### src/rtl/btn_pkg.sv
// Shared definitions for the button conditioner: per-channel FSM state
// encoding, debounce counter width and default parameter values.
package btn_pkg;

    // Debounce counter width; DB_CYCLES must fit below 2^CNT_W.
    localparam int unsigned CNT_W          = 20;
    localparam int unsigned DB_MAX         = (32'd1 << CNT_W) - 32'd1;

    // Defaults sized for a 50 MHz clock.
    localparam int unsigned DEF_N          = 4;
    localparam int unsigned DEF_DB_CYCLES  = 500000;    // 10 ms
    localparam int unsigned DEF_RPT_DELAY  = 25000000;  // 500 ms
    localparam int unsigned DEF_RPT_PERIOD = 5000000;   // 100 ms

    typedef enum logic [1:0] {
        STABLE_LO = 2'd0,
        CONF_HI   = 2'd1,
        STABLE_HI = 2'd2,
        CONF_LO   = 2'd3
    } btn_state_e;

endpackage : btn_pkg

### src/rtl/btn_channel.sv
// One button channel: two-flop synchronizer, debounce FSM with a saturating
// confirmation counter, and (optionally) an auto-repeat generator.
//
// Optional feature: define BTN_CONDITIONER_AUTOREPEAT_EN to build the
// auto-repeat counter; otherwise rpt is tied to 0.
//
// Ports:
//   clk, rst_n  clock, asynchronous active-low reset
//   raw         asynchronous raw button level (1 = pressed)
//   level       debounced level
//   press       one-cycle pulse on accepted 0->1
//   rel         one-cycle pulse on accepted 1->0
//   rpt         one-cycle auto-repeat pulses while held
module btn_channel
    import btn_pkg::*;
#(
    parameter int unsigned DB_CYCLES  = DEF_DB_CYCLES,
    parameter int unsigned RPT_DELAY  = DEF_RPT_DELAY,
    parameter int unsigned RPT_PERIOD = DEF_RPT_PERIOD
) (
    input  logic clk,
    input  logic rst_n,
    input  logic raw,
    output logic level,
    output logic press,
    output logic rel,
    output logic rpt
);

    localparam logic [CNT_W-1:0] CNT_TERM = CNT_W'(DB_CYCLES - 32'd1);

    logic             sync_q1;
    logic             sample;
    btn_state_e       state;
    btn_state_e       state_nxt;
    logic [CNT_W-1:0] cnt;
    logic [CNT_W-1:0] cnt_nxt;
    logic             level_nxt;
    logic             press_nxt;
    logic             rel_nxt;

    // Two-flop synchronizer; sample is the metastability-safe copy.
    always_ff @(posedge clk or negedge rst_n) begin
        if (!rst_n) begin
            sync_q1 <= 1'b0;
            sample  <= 1'b0;
        end else begin
            sync_q1 <= raw;
            sample  <= sync_q1;
        end
    end

    // FSM state, counter and registered outputs.
    always_ff @(posedge clk or negedge rst_n) begin
        if (!rst_n) begin
            state <= STABLE_LO;
            cnt   <= '0;
            level <= 1'b0;
            press <= 1'b0;
            rel   <= 1'b0;
        end else begin
            state <= state_nxt;
            cnt   <= cnt_nxt;
            level <= level_nxt;
            press <= press_nxt;
            rel   <= rel_nxt;
        end
    end

    // Next-state logic. The counter only advances below CNT_TERM, so it
    // saturates; acceptance happens on the edge that sees CNT_TERM.
    always_comb begin
        state_nxt = state;
        cnt_nxt   = cnt;
        level_nxt = level;
        press_nxt = 1'b0;
        rel_nxt   = 1'b0;
        unique case (state)
            STABLE_LO: begin
                level_nxt = 1'b0;
                if (sample) begin
                    state_nxt = CONF_HI;
                    cnt_nxt   = '0;
                end
            end
            CONF_HI: begin
                if (!sample) begin
                    state_nxt = STABLE_LO;
                    cnt_nxt   = '0;
                end else if (cnt == CNT_TERM) begin
                    state_nxt = STABLE_HI;
                    cnt_nxt   = '0;
                    level_nxt = 1'b1;
                    press_nxt = 1'b1;
                end else begin
                    cnt_nxt = cnt + 1'b1;
                end
            end
            STABLE_HI: begin
                level_nxt = 1'b1;
                if (!sample) begin
                    state_nxt = CONF_LO;
                    cnt_nxt   = '0;
                end
            end
            CONF_LO: begin
                if (sample) begin
                    state_nxt = STABLE_HI;
                    cnt_nxt   = '0;
                end else if (cnt == CNT_TERM) begin
                    state_nxt = STABLE_LO;
                    cnt_nxt   = '0;
                    level_nxt = 1'b0;
                    rel_nxt   = 1'b1;
                end else begin
                    cnt_nxt = cnt + 1'b1;
                end
            end
            default: begin
                state_nxt = STABLE_LO;
                cnt_nxt   = '0;
            end
        endcase
    end

`ifdef BTN_CONDITIONER_AUTOREPEAT_EN
    localparam int unsigned RPT_MAX = (RPT_DELAY > RPT_PERIOD) ? RPT_DELAY : RPT_PERIOD;
    localparam int unsigned RPT_W   = $clog2(RPT_MAX + 32'd1);
    localparam logic [RPT_W-1:0] DELAY_TERM  = RPT_W'(RPT_DELAY - 32'd1);
    localparam logic [RPT_W-1:0] PERIOD_TERM = RPT_W'(RPT_PERIOD - 32'd1);

    logic [RPT_W-1:0] rcnt;
    logic [RPT_W-1:0] rcnt_nxt;
    logic             rdone;      // first repeat already issued
    logic             rdone_nxt;
    logic             rpt_nxt;

    // Counts only while the held level is still being sampled; any exit from
    // STABLE_HI clears it. It is zero on the press edge, so no repeat can
    // coincide with press.
    always_comb begin
        rcnt_nxt  = '0;
        rdone_nxt = 1'b0;
        rpt_nxt   = 1'b0;
        if (state == STABLE_HI && sample) begin
            rdone_nxt = rdone;
            if (rcnt == (rdone ? PERIOD_TERM : DELAY_TERM)) begin
                rpt_nxt   = 1'b1;
                rcnt_nxt  = '0;
                rdone_nxt = 1'b1;
            end else begin
                rcnt_nxt = rcnt + 1'b1;
            end
        end
    end

    always_ff @(posedge clk or negedge rst_n) begin
        if (!rst_n) begin
            rcnt  <= '0;
            rdone <= 1'b0;
            rpt   <= 1'b0;
        end else begin
            rcnt  <= rcnt_nxt;
            rdone <= rdone_nxt;
            rpt   <= rpt_nxt;
        end
    end
`else
    assign rpt = 1'b0;
`endif

endmodule : btn_channel

### src/rtl/btn_conditioner.sv
// N-channel button conditioner: per-channel synchronize, debounce, edge
// pulses and optional auto-repeat (BTN_CONDITIONER_AUTOREPEAT_EN).
//
// Ports:
//   clk, rst_n   clock, asynchronous active-low reset
//   btn_raw      [N] raw asynchronous levels, 1 = pressed
//   btn_level    [N] debounced level
//   btn_press    [N] one-cycle pulse per accepted press
//   btn_release  [N] one-cycle pulse per accepted release
//   btn_repeat   [N] auto-repeat pulses (0 when the feature is compiled out)
module btn_conditioner
    import btn_pkg::*;
#(
    parameter int unsigned N          = DEF_N,
    parameter int unsigned DB_CYCLES  = DEF_DB_CYCLES,
    parameter int unsigned RPT_DELAY  = DEF_RPT_DELAY,
    parameter int unsigned RPT_PERIOD = DEF_RPT_PERIOD
) (
    input  logic         clk,
    input  logic         rst_n,
    input  logic [N-1:0] btn_raw,
    output logic [N-1:0] btn_level,
    output logic [N-1:0] btn_press,
    output logic [N-1:0] btn_release,
    output logic [N-1:0] btn_repeat
);

    // Reject configurations the counters cannot represent.
    if (DB_CYCLES < 2 || DB_CYCLES > DB_MAX || RPT_DELAY < 1 || RPT_PERIOD < 1) begin : g_bad_cfg
        $error("btn_conditioner: parameter out of range");
    end

    // Fully independent channels.
    for (genvar i = 0; i < N; i++) begin : g_ch
        btn_channel #(
            .DB_CYCLES  (DB_CYCLES),
            .RPT_DELAY  (RPT_DELAY),
            .RPT_PERIOD (RPT_PERIOD)
        ) u_ch (
            .clk   (clk),
            .rst_n (rst_n),
            .raw   (btn_raw[i]),
            .level (btn_level[i]),
            .press (btn_press[i]),
            .rel   (btn_release[i]),
            .rpt   (btn_repeat[i])
        );
    end

endmodule : btn_conditioner

### config.mk
export PLATFORM = sky130hd
export DESIGN_NAME = btn_conditioner
export DESIGN_NICKNAME = d
export VERILOG_FILES = /design/src/rtl/btn_pkg.sv /design/src/rtl/btn_channel.sv /design/src/rtl/btn_conditioner.sv
export SDC_FILE = /design/constraint.sdc
export NUM_CORES = 1
export LEC_CHECK = 0
export BUFFER_PORTS_ARGS = -buffer_cell sky130_fd_sc_hd__buf_2
export CAP_MARGIN = 15
export CORE_UTILIZATION = 50
export CTS_BUF_LIST = sky130_fd_sc_hd__clkbuf_8
export DETAILED_ROUTE_END_ITERATION = 16
export GPL_TIMING_DRIVEN = 0
export PLACE_DENSITY = 0.67
export SYNTH_ARGS = -nofsm -noshare
export SYNTH_HDL_FRONTEND = slang
export SYNTH_SLANG_ARGS = --single-unit
### constraint.sdc
create_clock -name clk -period 2.2 [get_ports clk]
set_input_delay 0.22 -clock clk [delete_from_list [all_inputs] [get_ports clk]]
set_output_delay 0.22 -clock clk [all_outputs]
set_load 0.01 [all_outputs]
==> flow_metrics.env, run 1 <==
export IMPL_outcome="completed"
export IMPL_post_route_util_pct=56.42
export IMPL_ys_warn_count=0
export IMPL_slew_violations=0
export IMPL_power_density_mw_per_mm2=895.6
export IMPL_synth_async_reset_ratio_pct=100.0
export IMPL_reg2regPathDepth=8
export IMPL_synth_area_mm2=0.006140
export IMPL_area_growth_pct=10.37
export IMPL_r2r_start="g_ch[0].u_ch.state[0]$_DFFE_PN0P_"
export IMPL_numCtsBuffers=9
export IMPL_vdd_drop_max_v=0.0005596
export IMPL_worstSetupEndpointType="flip-flop"
export IMPL_crit_slowest_cell="dfrtp_1"
export IMPL_grt_overflow=0
export IMPL_dpl_hpwl_um=8778
export IMPL_antenna_left=0
export IMPL_worst_path_max_fanout=10
export IMPL_nets=721
export IMPL_hold_violations=0
export IMPL_worstMarginPinSlew_ns=0.7339
export IMPL_routed_via_count=5027
export IMPL_cp_num_buf_inv=2
export IMPL_clockBufferDepth=2
export IMPL_ys_ff_latch=108
export IMPL_synth_simple_area_share_pct=23.35
export IMPL_crit_arrival_ns=2.40
export IMPL_synth_compound_area_share_pct=15.75
export IMPL_crit_type="flip-flop to flip-flop"
export IMPL_crit_family="compound AO/OA/AOI/OAI gates"
export IMPL_pin_count=22
export IMPL_synthAdderAreaFrac_pct=4.076
export IMPL_fin_area_mm2=0.006777
export IMPL_synth_area_top_cells="dfrtp_1 (44%), ha_1 (4.1%), o21ai_0 (3.6%)"
export IMPL_synth_top_cell_by_area="dfrtp_1"
export IMPL_grt_max_degree=72
export IMPL_final_layout_size_suffix_gt1_share_pct=15.74
export IMPL_coreArea_mm2=0.01201
export IMPL_min_period_ns=2.098
export IMPL_grtUsageTotal_pct=21.81
export IMPL_port_buffers=17
export IMPL_cp_start_kind="flip-flop"
export IMPL_fillCellCount=1054
export IMPL_synth_cells=654
export IMPL_rows=40
export IMPL_seq_area_frac_synth_pct=44.02
export IMPL_maxCapViolations=0
export IMPL_drc=0
export IMPL_cpPeakStageDelay_ns=0.43
export IMPL_start_util_pct=51.11
export IMPL_finalSetupViolations=0
export IMPL_synth_top_area_share_pct=44.02
export IMPL_relSlewSlack_pct=49.67
export IMPL_cp_startpoint="g_ch[0].u_ch.state[0]$_DFFE_PN0P_"
export IMPL_ys_flop_type="dfrtp_1"
export IMPL_synth_top_family_by_area="simple AND/OR/NAND/NOR gates"
export IMPL_dieArea_mm2=0.01273
export IMPL_period_share_pct=95.36
export IMPL_diodes=0
export IMPL_synth_edf_count=0
export IMPL_placed_cells=822
export IMPL_die_h_um=112.8
export IMPL_antenna_found_initial=0
export IMPL_leakage_nw=2.930
export IMPL_mostFrequentLayoutCell="dfrtp_1"
export IMPL_cts_root_buf="clkbuf_8"
export IMPL_routabilityCongestion=0.8481
export IMPL_die_w_um=112.8
export IMPL_mostFrequentLayoutCells="dfrtp_1 (107), nand2_1 (54), nor2_1 (44), o21ai_0 (44)"
export IMPL_grt_first_pass_wirelength_um=22480
export IMPL_wl_per_cell_um=15.26
export IMPL_fin_cells=846
export IMPL_path_clk_slew_ns=0.10
export IMPL_hold_path_class="primary input to asynchronous set/reset pin"
export IMPL_clock_skew_ns=0.01785
export IMPL_via_per_inst=5.942
export IMPL_syn_avg_cell_area_um2=9.388
export IMPL_drt_iter0_markers=335
export IMPL_grt_pass1_vias=4724
export IMPL_muxShareOfSynthArea_pct=4.871
export IMPL_synth_distinct_cells=65
export IMPL_clock_latency_ns=0.39
export IMPL_required_ns=2.50
export IMPL_firstDrtPassIters=6
export IMPL_path_cells="inv_1 -> ha_1 -> mux2_2 -> nor2_1 -> o21a_2 -> clkbuf_4 -> a41oi_1 -> a31oi_1"
export IMPL_routed_wl_um=12910
export IMPL_synth_xor_area_share_pct=1.854
export IMPL_clock_fmax_mhz=476.7
export IMPL_cts_sinks=108
export IMPL_crit_cells=8
export IMPL_htree_levels=3
export IMPL_cts_tree="built"
export IMPL_dpl_cell_area_mm2=0.006450
==> stage by stage <==
step                worst slack, ns  hold slack [ns]  power, W   TNS (ns)
finish                       0.1020           0.3540  0.006069          0
global route              -0.008017           0.3654  0.006547  -0.008017
CTS                        0.002046           0.3586  0.006083          0
detailed placement         -0.04908           0.2341  0.004810    -0.1246
global placement            -0.3566           0.3277  0.004724     -37.51
floorplan                    0.2678         -0.07559  0.004151          0
==> final cells by class <==
type	instances	area [um2]	share of cell area, %
Clock buffer	9	123.9	1.828
Timing Repair Buffer	28	202.7	2.991
Buffer	38	247.7	3.656
Clock inverter	6	66.31	0.9786
Multi-Input combinational cell	478	3128	46.16
Sequential cell	108	2704	39.90
Tap cell	147	183.9	2.714
Inverter	32	120.1	1.773
==> state kept, by name, summed over array words and instances, names as in the netlist, named ones only <==
signal,count
g_ch.u_ch.cnt,80
g_ch.u_ch.state,4
g_ch.u_ch.level,4
g_ch.u_ch.sync_q1,4
g_ch.u_ch.rel,4
g_ch.u_ch.sample,4
g_ch.u_ch.press,4
==> worst register-to-register path, cell delays in order, from the launching register on <==
cell and delay, ns:
dfrtp_1 0.43, inv_1 0.08, ha_1 0.24, mux2_2 0.31, nor2_1 0.20, o21a_2 0.24
clkbuf_4 0.23, a41oi_1 0.12, a31oi_1 0.18
==> per-layer routing <==
metal  vias to the layer above  wire length [um]  track usage, %
li1                       2470                 -               -
met5                         -                 0               0
met4                         0               119           7.111
met2                       101              6174           35.39
met1                      2444              6113           28.84
met3                        12               503           5.249
==> power breakdown <==
part	internal, W	switching, W
sequential	0.00217	0.000169
clock	0.000520	0.000701
combinational	0.000948	0.00156
total	0.00364	0.00243
==> worst paths after layout <==
kind                                                         end  slack (ns)
worst max register to register  g_ch[0].u_ch.cnt[17]$_DFFE_PN0P_        0.10
worst min register to register     g_ch[1].u_ch.sample$_DFF_PN0_        0.36
worst max-delay path            g_ch[0].u_ch.cnt[17]$_DFFE_PN0P_        0.10
min in group clk                   g_ch[1].u_ch.sample$_DFF_PN0_        0.36
worst min-delay path                g_ch[2].u_ch.press$_DFF_PN0_        0.35
max in group asynchronous         g_ch[0].u_ch.level$_DFFE_PN0P_        1.13
==> Yosys cell counts (6+ instances only) <==
cell	instances
mux2_2	15
o21ai_0	44
o31ai_1	6
clkbuf_1	8
buf_4	16
mux2i_1	13
ha_1	20
o21ai_1	6
xnor2_1	11
inv_1	32
nor2_1	46
nand2_1	54
nor4_1	10
dfrtp_1	108
nand3_1	32
and4_1	7
nor3_1	21
a21oi_1	30
a41oi_1	8
nand4_1	27
a22o_1	11
and3_1	14
buf_2	11
or4_1	8
a31oi_1	26
==> cells by family (layout without fill, tap and decap cells) <==
kind of cell             Yosys count  after routing
AO/OA/AOI/OAI                    154            154
XOR/XNOR                          13             13
adder cells (fa/ha/maj)           20             20
buffers and inverters             71            113
flip-flops                       108            108
multiplexers                      28             28
other                              1              4
AND/OR/NAND/NOR                  259            259
==> repair_timing <==
action                                  CTS  global route
endpoints found under the setup margin    9            41
buffers inserted                          3             2
pin swaps                                 2             2
resized for setup                         0            12
hold endpoints to repair                 41             0
hold buffers                              5             0
No activity file was read; power rests on OpenSTA's default activity.
==> run 2: changes to the inputs <==
BUFFER_PORTS_ARGS = unset   (was -buffer_cell sky130_fd_sc_hd__buf_2)
DONT_BUFFER_PORTS = 1   (was unset)
PLACE_DENSITY = 0.65   (was 0.67)
==> flow_metrics.env, run 2 (same netlist as run 1, synthesis figures left out) <==
export IMPL_outcome="finished, violations left"
export IMPL_violations="hold timing"
export IMPL_placed_cells=804
export IMPL_finalSetupViolations=0
export IMPL_clockBufferDepth=2
export IMPL_grt_first_pass_wirelength_um=22250
export IMPL_area_growth_pct=8.152
export IMPL_cts_root_buf="clkbuf_8"
export IMPL_hold_path_class="primary input to asynchronous set/reset pin"
export IMPL_clock_latency_ns=0.38
export IMPL_vdd_drop_max_v=0.0006009
export IMPL_fillCellCount=1058
export IMPL_slew_violations=0
export IMPL_relSlewSlack_pct=33.24
export IMPL_numCtsBuffers=9
export IMPL_r2r_start="g_ch[3].u_ch.state[0]$_DFFE_PN0P_"
export IMPL_required_ns=2.44
export IMPL_power_frac_seq_pct=39.6
export IMPL_wl_per_cell_um=15.55
export IMPL_p_clk_share_pct=19.2
export IMPL_path_clk_slew_ns=0.09
export IMPL_clock_skew_ns=0.01084
export IMPL_drt_iter0_markers=294
export IMPL_grtUsageTotal_pct=21.58
export IMPL_dieArea_mm2=0.01273
export IMPL_antenna_found_initial=0
export IMPL_hold_violations=108
export IMPL_worstMarginPinSlew_ns=0.9736
export IMPL_mostFrequentLayoutCell="dfrtp_1"
export IMPL_reg2regPathDepth=6
export IMPL_die_h_um=112.8
export IMPL_p_sw_share_pct=39.00
export IMPL_reg2reg_slack_ns=0.11
export IMPL_dpl_hpwl_um=8751
export IMPL_coreArea_mm2=0.01201
export IMPL_routabilityCongestion=0.8371
export IMPL_fin_cells=827
export IMPL_min_period_ns=2.088
export IMPL_r2r_end="g_ch[3].u_ch.cnt[4]$_DFFE_PN0P_"
export IMPL_grt_overflow=0
export IMPL_period_share_pct=94.92
export IMPL_drc=0
export IMPL_mostFrequentLayoutCells="dfrtp_1 (107), nand2_1 (54), nor2_1 (44), o21ai_0 (44), inv_1 (34)"
export IMPL_power_frac_comb_pct=41.3
export IMPL_largest_reg_flops=80
export IMPL_final_layout_size_suffix_gt1_share_pct=13.38
export IMPL_dp_slack_ns=-0.02283
export IMPL_cts_hold_buf=4
export IMPL_firstDrtPassIters=5
export IMPL_via_per_inst=6.077
export IMPL_routed_via_count=5026
export IMPL_antenna_left=0
export IMPL_grt_max_degree=109
export IMPL_crit_arrival_ns=2.33
export IMPL_cts_tree="built"
export IMPL_switching_power_w=0.002301
export IMPL_cp_startpoint="g_ch[3].u_ch.state[0]$_DFFE_PN0P_"
export IMPL_ff_latch_area_mm2=0.002704
export IMPL_routed_wl_um=12860
export IMPL_crit_end="g_ch[3].u_ch.cnt[4]$_DFFE_PN0P_"
export IMPL_leakage_nw=2.844
export IMPL_worst_path_max_fanout=10
export IMPL_grt_pass1_vias=4810
export IMPL_cts_sinks=108
export IMPL_start_util_pct=51.11
export IMPL_p_int_w=0.003599
export IMPL_power_density_mw_per_mm2=888.4
export IMPL_maxCapViolations=0
export IMPL_hold_ws_ns=-0.4797
export IMPL_rows=40
export IMPL_die_w_um=112.8
export IMPL_largest_register="g_ch.u_ch.cnt"
export IMPL_pin_count=22
export IMPL_cp_start_kind="flip-flop"
export IMPL_clock_fmax_mhz=478.9
export IMPL_crit_type="flip-flop to flip-flop"
export IMPL_worstSetupEndpointType="flip-flop"
export IMPL_setup_ws_ns=0.1118
export IMPL_port_buffers=0
export IMPL_htree_levels=3
export IMPL_nets=703
export IMPL_diodes=0
export IMPL_multi_input_area_mm2=0.003123
[run 2: cell types whose count changed in the layout (fill, tap and decap cells not counted), sizes merged]
| cell | change |
|---|---|
| buf | -17 |
| inv | +2 |
| clkinvlp | -3 |
| dlygate4sd3 | -1 |
[run 2: final cells by class]
cell class / count / share of cell area [%]
multi-input combinational: 478 / 47.03
sequential: 108 / 40.72
buffer: 38 / 3.806
tap: 147 / 2.770
clock buffer: 9 / 1.865
inverter: 32 / 1.809
timing repair buffer: 10 / 1.281
clock inverter: 5 / 0.7160
[run 2: timing repair]
action	CTS	global route
resized for setup	1	18
setup buffers	1	5
pin swaps	1	3
setup endpoints to repair	6	45
endpoints found under the hold margin	112	108
[run 2: worst min path at each step]
| stage | startpoint | end | slack, ns | cells after the start |
|---|---|---|---|---|
| after floorplan | rst_n | asynchronous set/reset pin | -0.08 | 0 |
| after global placement | rst_n | g_ch[2].u_ch.cnt[16]$_DFFE_PN0P_ | -0.07 | 0 |
| after detailed placement | rst_n | g_ch[2].u_ch.cnt[14]$_DFFE_PN0P_ | -0.07 | 0 |
| after CTS | rst_n | g_ch[2].u_ch.cnt[17]$_DFFE_PN0P_ | -0.50 | 0 |
| after global routing | rst_n | g_ch[2].u_ch.cnt[17]$_DFFE_PN0P_ | -0.51 | 0 |
| final | rst_n | g_ch[2].u_ch.cnt[2]$_DFFE_PN0P_ | -0.48 | 0 |
[run 2: per-layer routing]
layer | GRT usage [%] | wire length (um) | up-vias
li1 | - | - | 2433
met1 | 28.30 | 5999 | 2473
met2 | 35.56 | 6177 | 110
met3 | 5.196 | 552 | 10
met4 | 6.400 | 127 | 0
met5 | 0 | 0 | -
[run 2: through the flow]
step,TNS [ns],power (W),util [%],cell area (um2)
floorplan,0,0.004151,-,6151
global placement,0,0.004660,52.74,6335
detailed placement,-0.04154,0.004732,52.74,6335
CTS,0,0.005911,54.61,6560
global route,-0.003222,0.006350,55.28,6640
finish,0,0.005899,55.28,6640
[run 2: power groups by stage]
stage | combinational [W] | clock [W] | sequential [W]
4_1_cts | 0.00238 | 0.00119 | 0.00234
3_3_place_gp | 0.00230 | 0 | 0.00236
2_1_floorplan | 0.00181 | 0 | 0.00234
6_report | 0.00243 | 0.00113 | 0.00233
5_1_grt | 0.00273 | 0.00125 | 0.00237
3_5_place_dp | 0.00236 | 0 | 0.00238
[run 2: worst max-delay path: stages, from the launching register on]
cell and delay, ns:
dfrtp_1 0.42, inv_1 0.10, ha_1 0.25, mux2i_1 0.77
o21ai_0 0.22, nand2_1 0.13, o31ai_1 0.07
